**config.mk**
```make
export PLATFORM = sky130hd
export DESIGN_NAME = char_overlay_scan_flat
export DESIGN_NICKNAME = d
export VERILOG_FILES = /design/src/rtl/char_overlay_scan_if.sv /design/src/rtl/char_overlay_scan.sv /design/src/flat_wrapper.sv
export SDC_FILE = /design/constraint.sdc
export NUM_CORES = 1
export LEC_CHECK = 0
export CAP_MARGIN = 5
export CORE_UTILIZATION = 57
export DETAILED_ROUTE_END_ITERATION = 6
export DONT_BUFFER_PORTS = 1
export PLACE_DENSITY_LB_ADDON = 0.05
export SYNTH_ARGS = -nofsm -noshare
export SYNTH_HDL_FRONTEND = slang
export SYNTH_SLANG_ARGS = --single-unit
```
**constraint.sdc**
```tcl
create_clock -name clk -period 1.9 [get_ports clk]
set_input_delay 0.19 -clock clk [delete_from_list [all_inputs] [get_ports clk]]
set_output_delay 0.19 -clock clk [all_outputs]
set_load 0.02 [all_outputs]
```
**src/rtl/char_overlay_scan_if.sv**
```systemverilog
// Host-side write port of the character overlay buffer: valid/ready write
// handshake plus the single-cycle clear request.
interface char_overlay_scan_if;
  logic       wr_valid;
  logic       wr_ready;
  logic [4:0] wr_addr;
  logic [4:0] wr_char;
  logic       clr;

  modport master (output wr_valid, output wr_addr, output wr_char, output clr,
                  input  wr_ready);
  modport slave  (input  wr_valid, input  wr_addr, input  wr_char, input  clr,
                  output wr_ready);
endinterface

```
**src/rtl/char_overlay_scan.sv**
```systemverilog
// Text-overlay scanner: maps each video pixel onto a 32x32 glyph tile of a
// small character buffer, drives the glyph ROM and returns a pixel-aligned
// overlay bit with syncs delayed to match (fixed 4-cycle latency).
module char_overlay_scan #(
  parameter int ORIGIN_X = 64,
  parameter int ORIGIN_Y = 32,
  parameter int NUM_COLS = 16,
  parameter int NUM_ROWS = 2,
  parameter int BLANK    = 31
) (
  input  logic        clk,
  input  logic        rst,
  input  logic [9:0]  pix_x,
  input  logic [9:0]  pix_y,
  input  logic        pix_valid,
  input  logic        hsync_in,
  input  logic        vsync_in,
  char_overlay_scan_if.slave wr,
  output logic [4:0]  char_sel,
  output logic [5:0]  char_row,
  output logic [5:0]  char_col,
  input  logic        glyph_pix,
  output logic        ovl_pix,
  output logic        ovl_hit,
  output logic        valid_out,
  output logic        hsync_out,
  output logic        vsync_out
);

  localparam int          DEPTH      = NUM_COLS * NUM_ROWS;
  localparam int          AW         = $clog2(DEPTH);
  localparam logic [10:0] X_LO       = 11'(ORIGIN_X);
  localparam logic [10:0] X_HI       = 11'(ORIGIN_X + 32 * NUM_COLS);
  localparam logic [10:0] Y_LO       = 11'(ORIGIN_Y);
  localparam logic [10:0] Y_HI       = 11'(ORIGIN_Y + 32 * NUM_ROWS);
  localparam logic [4:0]  BLANK_CODE = 5'(BLANK);
  localparam logic [4:0]  LAST_IDX   = 5'(DEPTH - 1);
  localparam logic [4:0]  MAX_DRAWN  = 5'd16;

  typedef enum logic {ST_IDLE, ST_CLEAR} state_t;

  state_t     state_q, state_d;
  logic [4:0] cnt_q, cnt_d;
  logic       mem_we;
  logic [4:0] mem_waddr;
  logic [4:0] mem_wdata;
  logic [4:0] mem_q [DEPTH];

  logic [9:0] dx, dy;
  logic       hit_0;
  logic [4:0] addr_0;

  logic       s1_hit_q, s1_hit_d;
  logic [4:0] s1_addr_q, s1_addr_d;
  logic [4:0] s1_row_q, s1_row_d;
  logic [4:0] s1_col_q, s1_col_d;
  logic [4:0] char_sel_q, char_sel_d;
  logic [4:0] char_row_q, char_row_d;
  logic [4:0] char_col_q, char_col_d;
  logic       s2_hit_q, s2_hit_d;
  logic       s3_hit_q, s3_hit_d;
  logic       s3_ok_q, s3_ok_d;
  logic       ovl_pix_q, ovl_pix_d;
  logic       ovl_hit_q, ovl_hit_d;
  logic [3:0][2:0] sync_q, sync_d;

  // Write FSM: host writes while idle, otherwise sweep BLANK over every entry.
  always_comb begin
    state_d     = state_q;
    cnt_d       = cnt_q;
    wr.wr_ready = 1'b0;
    mem_we      = 1'b0;
    mem_waddr   = wr.wr_addr;
    mem_wdata   = wr.wr_char;
    unique case (state_q)
      ST_IDLE: begin
        wr.wr_ready = 1'b1;
        mem_we      = wr.wr_valid && ({1'b0, wr.wr_addr} < 6'(DEPTH));
        if (wr.clr) begin
          state_d = ST_CLEAR;
          cnt_d   = 5'd0;
        end
      end
      ST_CLEAR: begin
        mem_we    = 1'b1;
        mem_waddr = cnt_q;
        mem_wdata = BLANK_CODE;
        if (wr.clr) begin
          cnt_d = 5'd0;
        end else if (cnt_q == LAST_IDX) begin
          state_d = ST_IDLE;
          cnt_d   = 5'd0;
        end else begin
          cnt_d = cnt_q + 5'd1;
        end
      end
    endcase
  end

  // FSM registers; reset lands in CLEAR so the buffer blanks itself.
  always_ff @(posedge clk or negedge rst) begin
    if (!rst) begin
      state_q <= ST_CLEAR;
      cnt_q   <= 5'd0;
    end else begin
      state_q <= state_d;
      cnt_q   <= cnt_d;
    end
  end

  // Character buffer storage; the read happens in the char_sel register below.
  always_ff @(posedge clk) begin
    if (mem_we) begin
      mem_q[mem_waddr[AW-1:0]] <= mem_wdata;
    end
  end

  // Next-state for the scan pipeline: window test, tile lookup and delays.
  always_comb begin
    dx     = pix_x - 10'(ORIGIN_X);
    dy     = pix_y - 10'(ORIGIN_Y);
    hit_0  = pix_valid
             && ({1'b0, pix_x} >= X_LO) && ({1'b0, pix_x} < X_HI)
             && ({1'b0, pix_y} >= Y_LO) && ({1'b0, pix_y} < Y_HI);
    addr_0 = 5'(int'(dy[9:5]) * NUM_COLS + int'(dx[9:5]));

    s1_hit_d   = hit_0;
    s1_addr_d  = addr_0;
    s1_row_d   = dy[4:0];
    s1_col_d   = dx[4:0];

    char_sel_d = s1_hit_q ? mem_q[s1_addr_q[AW-1:0]] : BLANK_CODE;
    char_row_d = s1_hit_q ? s1_row_q : 5'd0;
    char_col_d = s1_hit_q ? s1_col_q : 5'd0;
    s2_hit_d   = s1_hit_q;

    s3_hit_d   = s2_hit_q;
    s3_ok_d    = (char_sel_q <= MAX_DRAWN);

    ovl_pix_d  = s3_hit_q & s3_ok_q & glyph_pix;
    ovl_hit_d  = s3_hit_q;

    sync_d[0]  = {pix_valid, hsync_in, vsync_in};
    sync_d[1]  = sync_q[0];
    sync_d[2]  = sync_q[1];
    sync_d[3]  = sync_q[2];
  end

  // Scan pipeline registers; everything clears to idle, char_sel to BLANK.
  always_ff @(posedge clk or negedge rst) begin
    if (!rst) begin
      s1_hit_q   <= 1'b0;
      s1_addr_q  <= 5'd0;
      s1_row_q   <= 5'd0;
      s1_col_q   <= 5'd0;
      char_sel_q <= BLANK_CODE;
      char_row_q <= 5'd0;
      char_col_q <= 5'd0;
      s2_hit_q   <= 1'b0;
      s3_hit_q   <= 1'b0;
      s3_ok_q    <= 1'b0;
      ovl_pix_q  <= 1'b0;
      ovl_hit_q  <= 1'b0;
      sync_q     <= '0;
    end else begin
      s1_hit_q   <= s1_hit_d;
      s1_addr_q  <= s1_addr_d;
      s1_row_q   <= s1_row_d;
      s1_col_q   <= s1_col_d;
      char_sel_q <= char_sel_d;
      char_row_q <= char_row_d;
      char_col_q <= char_col_d;
      s2_hit_q   <= s2_hit_d;
      s3_hit_q   <= s3_hit_d;
      s3_ok_q    <= s3_ok_d;
      ovl_pix_q  <= ovl_pix_d;
      ovl_hit_q  <= ovl_hit_d;
      sync_q     <= sync_d;
    end
  end

  assign char_sel  = char_sel_q;
  assign char_row  = {1'b0, char_row_q};
  assign char_col  = {1'b0, char_col_q};
  assign ovl_pix   = ovl_pix_q;
  assign ovl_hit   = ovl_hit_q;
  assign valid_out = sync_q[3][2];
  assign hsync_out = sync_q[3][1];
  assign vsync_out = sync_q[3][0];

endmodule

```
**src/flat_wrapper.sv**
```systemverilog
// flat-port wrapper written by rule: the top's interface ports become plain ports
module char_overlay_scan_flat 
#(
  parameter int ORIGIN_X = 64,
  parameter int ORIGIN_Y = 32,
  parameter int NUM_COLS = 16,
  parameter int NUM_ROWS = 2,
  parameter int BLANK    = 31
)
  (clk, rst, pix_x, pix_y, pix_valid, hsync_in, vsync_in, char_sel, char_row, char_col, glyph_pix, ovl_pix, ovl_hit, valid_out, hsync_out, vsync_out, wr_wr_valid, wr_wr_addr, wr_wr_char, wr_clr, wr_wr_ready);
  char_overlay_scan_if wr_i ();
  input  logic clk;
  input  logic rst;
  input  logic [9:0] pix_x;
  input  logic [9:0] pix_y;
  input  logic pix_valid;
  input  logic hsync_in;
  input  logic vsync_in;
  output logic [4:0] char_sel;
  output logic [5:0] char_row;
  output logic [5:0] char_col;
  input  logic glyph_pix;
  output logic ovl_pix;
  output logic ovl_hit;
  output logic valid_out;
  output logic hsync_out;
  output logic vsync_out;
  input wire logic [$bits(wr_i.wr_valid)-1:0] wr_wr_valid;
  input wire logic [$bits(wr_i.wr_addr)-1:0] wr_wr_addr;
  input wire logic [$bits(wr_i.wr_char)-1:0] wr_wr_char;
  input wire logic [$bits(wr_i.clr)-1:0] wr_clr;
  output wire logic [$bits(wr_i.wr_ready)-1:0] wr_wr_ready;
  assign wr_i.wr_valid = wr_wr_valid;
  assign wr_i.wr_addr = wr_wr_addr;
  assign wr_i.wr_char = wr_wr_char;
  assign wr_i.clr = wr_clr;
  assign wr_wr_ready = wr_i.wr_ready;
  char_overlay_scan #(.ORIGIN_X(ORIGIN_X), .ORIGIN_Y(ORIGIN_Y), .NUM_COLS(NUM_COLS), .NUM_ROWS(NUM_ROWS), .BLANK(BLANK)) u_core (.clk(clk), .rst(rst), .pix_x(pix_x), .pix_y(pix_y), .pix_valid(pix_valid), .hsync_in(hsync_in), .vsync_in(vsync_in), .wr(wr_i), .char_sel(char_sel), .char_row(char_row), .char_col(char_col), .glyph_pix(glyph_pix), .ovl_pix(ovl_pix), .ovl_hit(ovl_hit), .valid_out(valid_out), .hsync_out(hsync_out), .vsync_out(vsync_out));
endmodule
```
* After elaboration in Yosys (flattened, before gate mapping)
Memory sizes are Yosys's and may differ from the RTL's. Index checks and enable logic that the tools add are counted.
Word-level totals: ROM bits 0, flip-flop bits (word level) 54, word-level logic and storage cells 54, bits in latches 0, bits of input ports 38, output and inout bits 23, RAM bits 160, memories 1
Memory list:
- u_core.mem_q | depth 32, width 5, read ports 1, clocked after Yosys merged registers in 0, wr ports 1, RTL line char_overlay_scan.sv:47 | logic [4:0] mem_q [DEPTH];
Operators by class: multiplexer cells 17, equal/unequal tests 2, div/mod/pow operators 0, shift operators 0, reductions and logical operators 4, bitwise logic cells 3, magnitude comparators 5, add/subtract/negate cells 4, multipliers 0
Operators with widths (number):
- 5-bit 2-to-1 mux | 8
- 10-bit by 6-bit greater-or-equal comparator with 1-bit output, second input constant | 1
- 10-bit by 7-bit greater-or-equal comparator with 1-bit output, second input constant | 1
- 10-bit less-than comparator, second input constant | 1
- 10-bit by 7-bit less-than comparator with 1-bit output, second input constant | 1
- 5-bit case mux with 2 select lines | 1
- 10-bit by 7-bit subtractor with 10-bit output, second input constant | 1
- 1-bit 2-to-1 mux | 6
- 6-bit subtractor, second input constant | 1
- 5-bit by 1-bit adder with 5-bit output, second input constant | 1
- 5-bit adder | 1
- 5-bit == test, second input constant | 1
- 5-bit <= comparator, second input constant | 1
- 1-bit logical AND | 4
- 1-bit case mux with 2 select lines | 2
- 1-bit AND | 2
- 2-bit != test, second input constant | 1
- 1-bit NOT | 1

* Longest topological paths before layout
word-level depth 5, gate-level depth with buffers 7, depth with buffers taken out 7

* Least setup slack after synthesis
Ideal clock, no wire load.
path type register to register, from register u_core.state_q, to memory u_core.mem_q[25][0] (enable), setup time 0.340 ns, stages on the path, launching flop included 7, setup slack 0.098 ns, period minus slack after synthesis 1.802 ns, arrival time 1.462 ns, path buffers 2, required time 1.560 ns, cell sequence dfstp_2 buf_2 buf_2 nand3_1 o21ai_1 nand2_1 nor2_1
Between the ends: word-level cells in the longest chain between the ends 4, elaborated cells on any way between the ends 5, classes of those cells 4 x mux; 1 x bitwise
Ends and longest elaborated chain:
- from (decl) | RTL line char_overlay_scan.sv:42 | state_t state_q, state_d;
- from (signal assigned) | RTL line char_overlay_scan.sv:106 | state_q <= state_d;
- 1-bit NOT | RTL line char_overlay_scan.sv:75 | unique case (state_q)
- 1-bit case mux with 2 select lines | RTL line char_overlay_scan.sv:75
- 1-bit 2-to-1 mux | RTL line char_overlay_scan.sv:113 | if (mem_we) begin
- 1-bit 2-to-1 mux (not written as such) | RTL line char_overlay_scan.sv:114 | mem_q[mem_waddr[AW-1:0]] <= mem_wdata;
- to (decl) | RTL line char_overlay_scan.sv:47
Several ways; a longest one is shown, not always the timed one.

* Worst setup path after layout
from register u_core.state_q, to memory u_core.mem_q[13][2] (enable)
The elaborated chain is that of the path after synthesis.

==> results by group <==
Outcome
  – Status: finished with violations
  – Failing checks: setup timing

Worst setup path
  – Crit path top cell by count: buf_4
  – Crit path launch type: register
  – Critical path buffers and inverters: 3
  – Crit path cell chain: buf_4 -> nor2_1 -> a31oi_1 -> buf_4 -> nor2_1 -> buf_4
  – Data required time of the critical path: between 2000 and 2500 ps
  – Worst path arrival time: 2190 ps
  – CP max stage delay: 590 ps
  – Delay-heaviest family, CP: buffers and inverters
  – Slowest library cell on the worst path: dfstp_2
  – Worst Path Max Fanout: 12
  – Critical Path Sink Type: register
  – Critical path class: register to register
  – R2R Setup Slk: -40 ps

Pwr
  – Combinational power share: 0.059
  – Switching Share: 0.2041
  – P_sw: 1.982 mW
  – Sequential share of power: 0.522
  – Pint: approximately 7.7 mW
  – Clock network power share: 0.419
  – Leak pwr: 3.565 nW
  – Worst IR Drop VDD: 0.0007484 V
  – Pwr dens: 991.2 nW/um^2

Timing
  – Achievable Freq: a little over 500 MHz
  – Skew final: roughly 14 ps
  – Final Max Tran Viols: 0
  – Final Worst Setup Slack: -41.17 ps
  – Least-Margin Pin Slew: roughly 570 ps
  – Period utilization: 1.022
  – Setup TNS: -393.0 ps
  – Hold_ws: 126.3 ps
  – RSZ-0062 raised after global routing: yes
  – Final min period: ~1900 ps
  – Max-Slew Margin vs Limit: 0.6204
  – Final setup vio count: 18
  – Final hold vios: 0

Finish
  – ANT cells: 0
  – Share of cells above drive strength 1: 0.1798
  – Finished Cell Area: 9798 sq um
  – Multi-input combinational cell area: 2017 sq um
  – Fin nets: slightly above 600
  – Area occupied by registers: between 6000 and 7000 sq um
  – Non-Filler Instances: between 700 and 800
  – P&R area growth vs syn: 17.49%
  – Fillers: ~940
  – Final design utilization: 0.6951

Routing
  – Metal-1 WL: around 6900 um
  – Initial DRC count: 338
  – Post-route ant nets: 0
  – WL final: 16,490 um
  – DR pass1 iterations: 4
  – Metal2 WL: about 8200 um
  – DRC viols: 0
  – Post-DR wirelength/cell: 21.27 um
  – Max layer used: met4
  – Via count: 4,445
  – Routed wl met3: 1019 um
  – Avg Vias per Cell: 5.735

GRT
  – Global Route Usage Sum: 0.2310
  – Vias in the first global route: 4,532
  – Antenna violations before repair: 0
  – Largest net degree at the start of global routing: 55
  – Global-route wire length before repair: 25,180 um
  – Global route overflow: 0

CTS
  – H-tree level count: 1
  – CTS Buf Count: 22
  – Root Buffer: clkbuf_16
  – TritonCTS clock tree: done
  – Clock transition at path regs: approximately 60 ps
  – Clk Latency, worst-skew pair: about 500 ps
  – Clock tree buffer depth: 3
  – Setup bufs post-CTS: 0
  – Clock sink count: 214

Floorplan
  – Core Region: between 10,000 and 15,000 sq um
  – Initial Utilization: 0.5916
  – IO Count: 61
  – Vert. Die Dim: 123.0 um
  – Die Wd: 123.0 um
  – Rows: 43
  – Die area: 15,120 sq um

Place
  – IO buf count: 0
  – Routability congestion estimate: 0.8212
  – Placed cell area: 8806 sq um
  – DP Cell Count: 711
  – Hpwl dp: around 11,000 um

Synth
  – Yosys top cell by area: edfxtp_1
  – Sequential-to-total area share from yosys stat: 0.7391
  – Simple-gate share of the synthesized area: 0.05341
  – #FFs+latches synth: about 210
  – Adder-cell area share of the yosys netlist: 0.006002
  – Async SR Flop Fraction: 0.2523
  – Cell with the most instances after synthesis: edfxtp_1
  – Syn. warnings: 0
  – Main combinational cell family by area after synthesis: multiplexers
  – Post-Synth XOR/XNOR Area: 0.004201
  – Top post-synthesis cells by area: edfxtp_1 (58%), dfrtp_1 (14%), mux2i_1 (9.8%), a22oi_1 (3.7%), nor2_1 (1.9%)
  – Cell variety after synth: 44
  – Yosys top cell area share: 0.5761
  – Syn Inst Count: 510
  – Number of flops mapped to enable cells by yosys: 160
  – Post-Syn Area: 8339 sq um
  – Mean cell area of the mapped netlist: between 15 and 20 sq um
  – Ys flop type: edfxtp_1
  – Post-synthesis compound-gate area fraction: 0.07217
  – Post-synthesis mux area share: 0.09977
  – Post-synth top cells: edfxtp_1 (160), mux2i_1 (82), dfrtp_1 (48)

Hold path
  – Worst min-delay path class: input pin to register

Run
  – Max-cap viol count: 0
-- cells by family after synthesis --
logic type | count (synthesis)
other | 1
and+or+nand+nor | 92
AOI/OAI and AO/OA | 83
muxes | 83
xor gates and xnor gates | 4
DFF | 214
buffers and inverters | 29
adders and majority gates | 4
-- layout make-up --
| class | instances | area share |
|---|---|---|
| Multi-Input combinational cell | 268 | 0.2058 |
| Timing Repair Buffer | 66 | 0.06870 |
| Sequential cell | 214 | 0.6295 |
| Tap cell | 180 | 0.02299 |
| Clock buffer | 37 | 0.06615 |
| Clock inverter | 3 | 0.004086 |
| Inverter | 7 | 0.002682 |
-- layout by cell type (no fill, tap or decap), types with 3 or more instances in the layout --
cell type | netlist | layout
dfstp_2 | 6 | 6
nor3_1 | 3 | 3
ha_1 | 4 | 4
nor2_1 | 43 | 32
edfxtp_1 | 160 | 160
o41ai_2 | 5 | 5
nand2b_1 | 6 | 6
a22oi_1 | 41 | 41
a31oi_1 | 4 | 4
dfrtp_1 | 48 | 46
clkbuf_1 | 8 | 12
buf_4 | 3 | 34
dlygate4sd3_1 | 0 | 23
nor2_2 | 0 | 11
clkbuf_16 | 0 | 23
a21oi_1 | 24 | 24
nand2_1 | 10 | 10
inv_1 | 5 | 5
or2_2 | 6 | 6
buf_12 | 2 | 8
mux2i_1 | 82 | 82
and3_1 | 3 | 3
and2_1 | 11 | 11
-- power groups by stage --
stage               clock (mW)  combinational [mW]  sequential (mW)
floorplan                    0               0.394             5.15
global placement             0               0.492             5.16
detailed placement           0               0.497             5.17
CTS                       4.11               0.572             5.07
global route              4.30               0.620             5.08
finish                    4.06               0.573             5.07
-- stage by stage --
stage	setup slack (ps)	power, mW
2_1_floorplan	98.19	5.548
3_3_place_gp	37.57	5.656
3_5_place_dp	-2.213	5.664
4_1_cts	-8.824	9.756
5_1_grt	-94.98	9.995
6_report	-41.17	9.712
-- layer usage --
metal,up-vias,track usage
li1,2086,-
met1,2197,0.3043
met2,137,0.3883
met3,25,0.04889
met4,0,0.06860
met5,-,0
-- what timing repair did --
| action | 4_1_cts | 5_1_grt |
|---|---|---|
| endpoints found under the setup margin | 5 | 108 |
| hold buffers | 24 | 0 |
| hold endpoints to repair | 80 | 0 |
| resized for setup | 1 | 15 |
-- final timing paths --
check,from,cells after the start,endpoint
max reg2reg,u_core.state_q,6,u_core.mem_q[13][2]
max in group asynchronous,rst,2,u_core.char_sel[4]
max,u_core.state_q,6,u_core.mem_q[13][2]
min,wr_wr_char[3],2,u_core.mem_q[24][3]
min in group asynchronous,rst,2,u_core.cnt_q[2]
min reg2reg,u_core.sync_d[8],0,u_core.sync_d[11]
-- worst reg2reg max path, cell delays in order, from the launching register on --
cell	delay, ps
dfstp_2	590
buf_4	190
nor2_1	80
a31oi_1	340
buf_4	260
nor2_1	90
buf_4	160
-- flip-flops by register name, summed over array words and instances (netlist names), 5 cells and up --
| register | flops |
|---|---|
| u_core.mem_q | 160 |
| u_core.sync_d | 9 |
| u_core.char_col_q | 5 |
| u_core.char_row_q | 5 |
| u_core.char_sel | 5 |
| u_core.cnt_q | 5 |
| u_core.s1_addr_q | 5 |
| u_core.s1_col_q | 5 |
| u_core.s1_row_q | 5 |
Power figures use the tool's default switching activity.
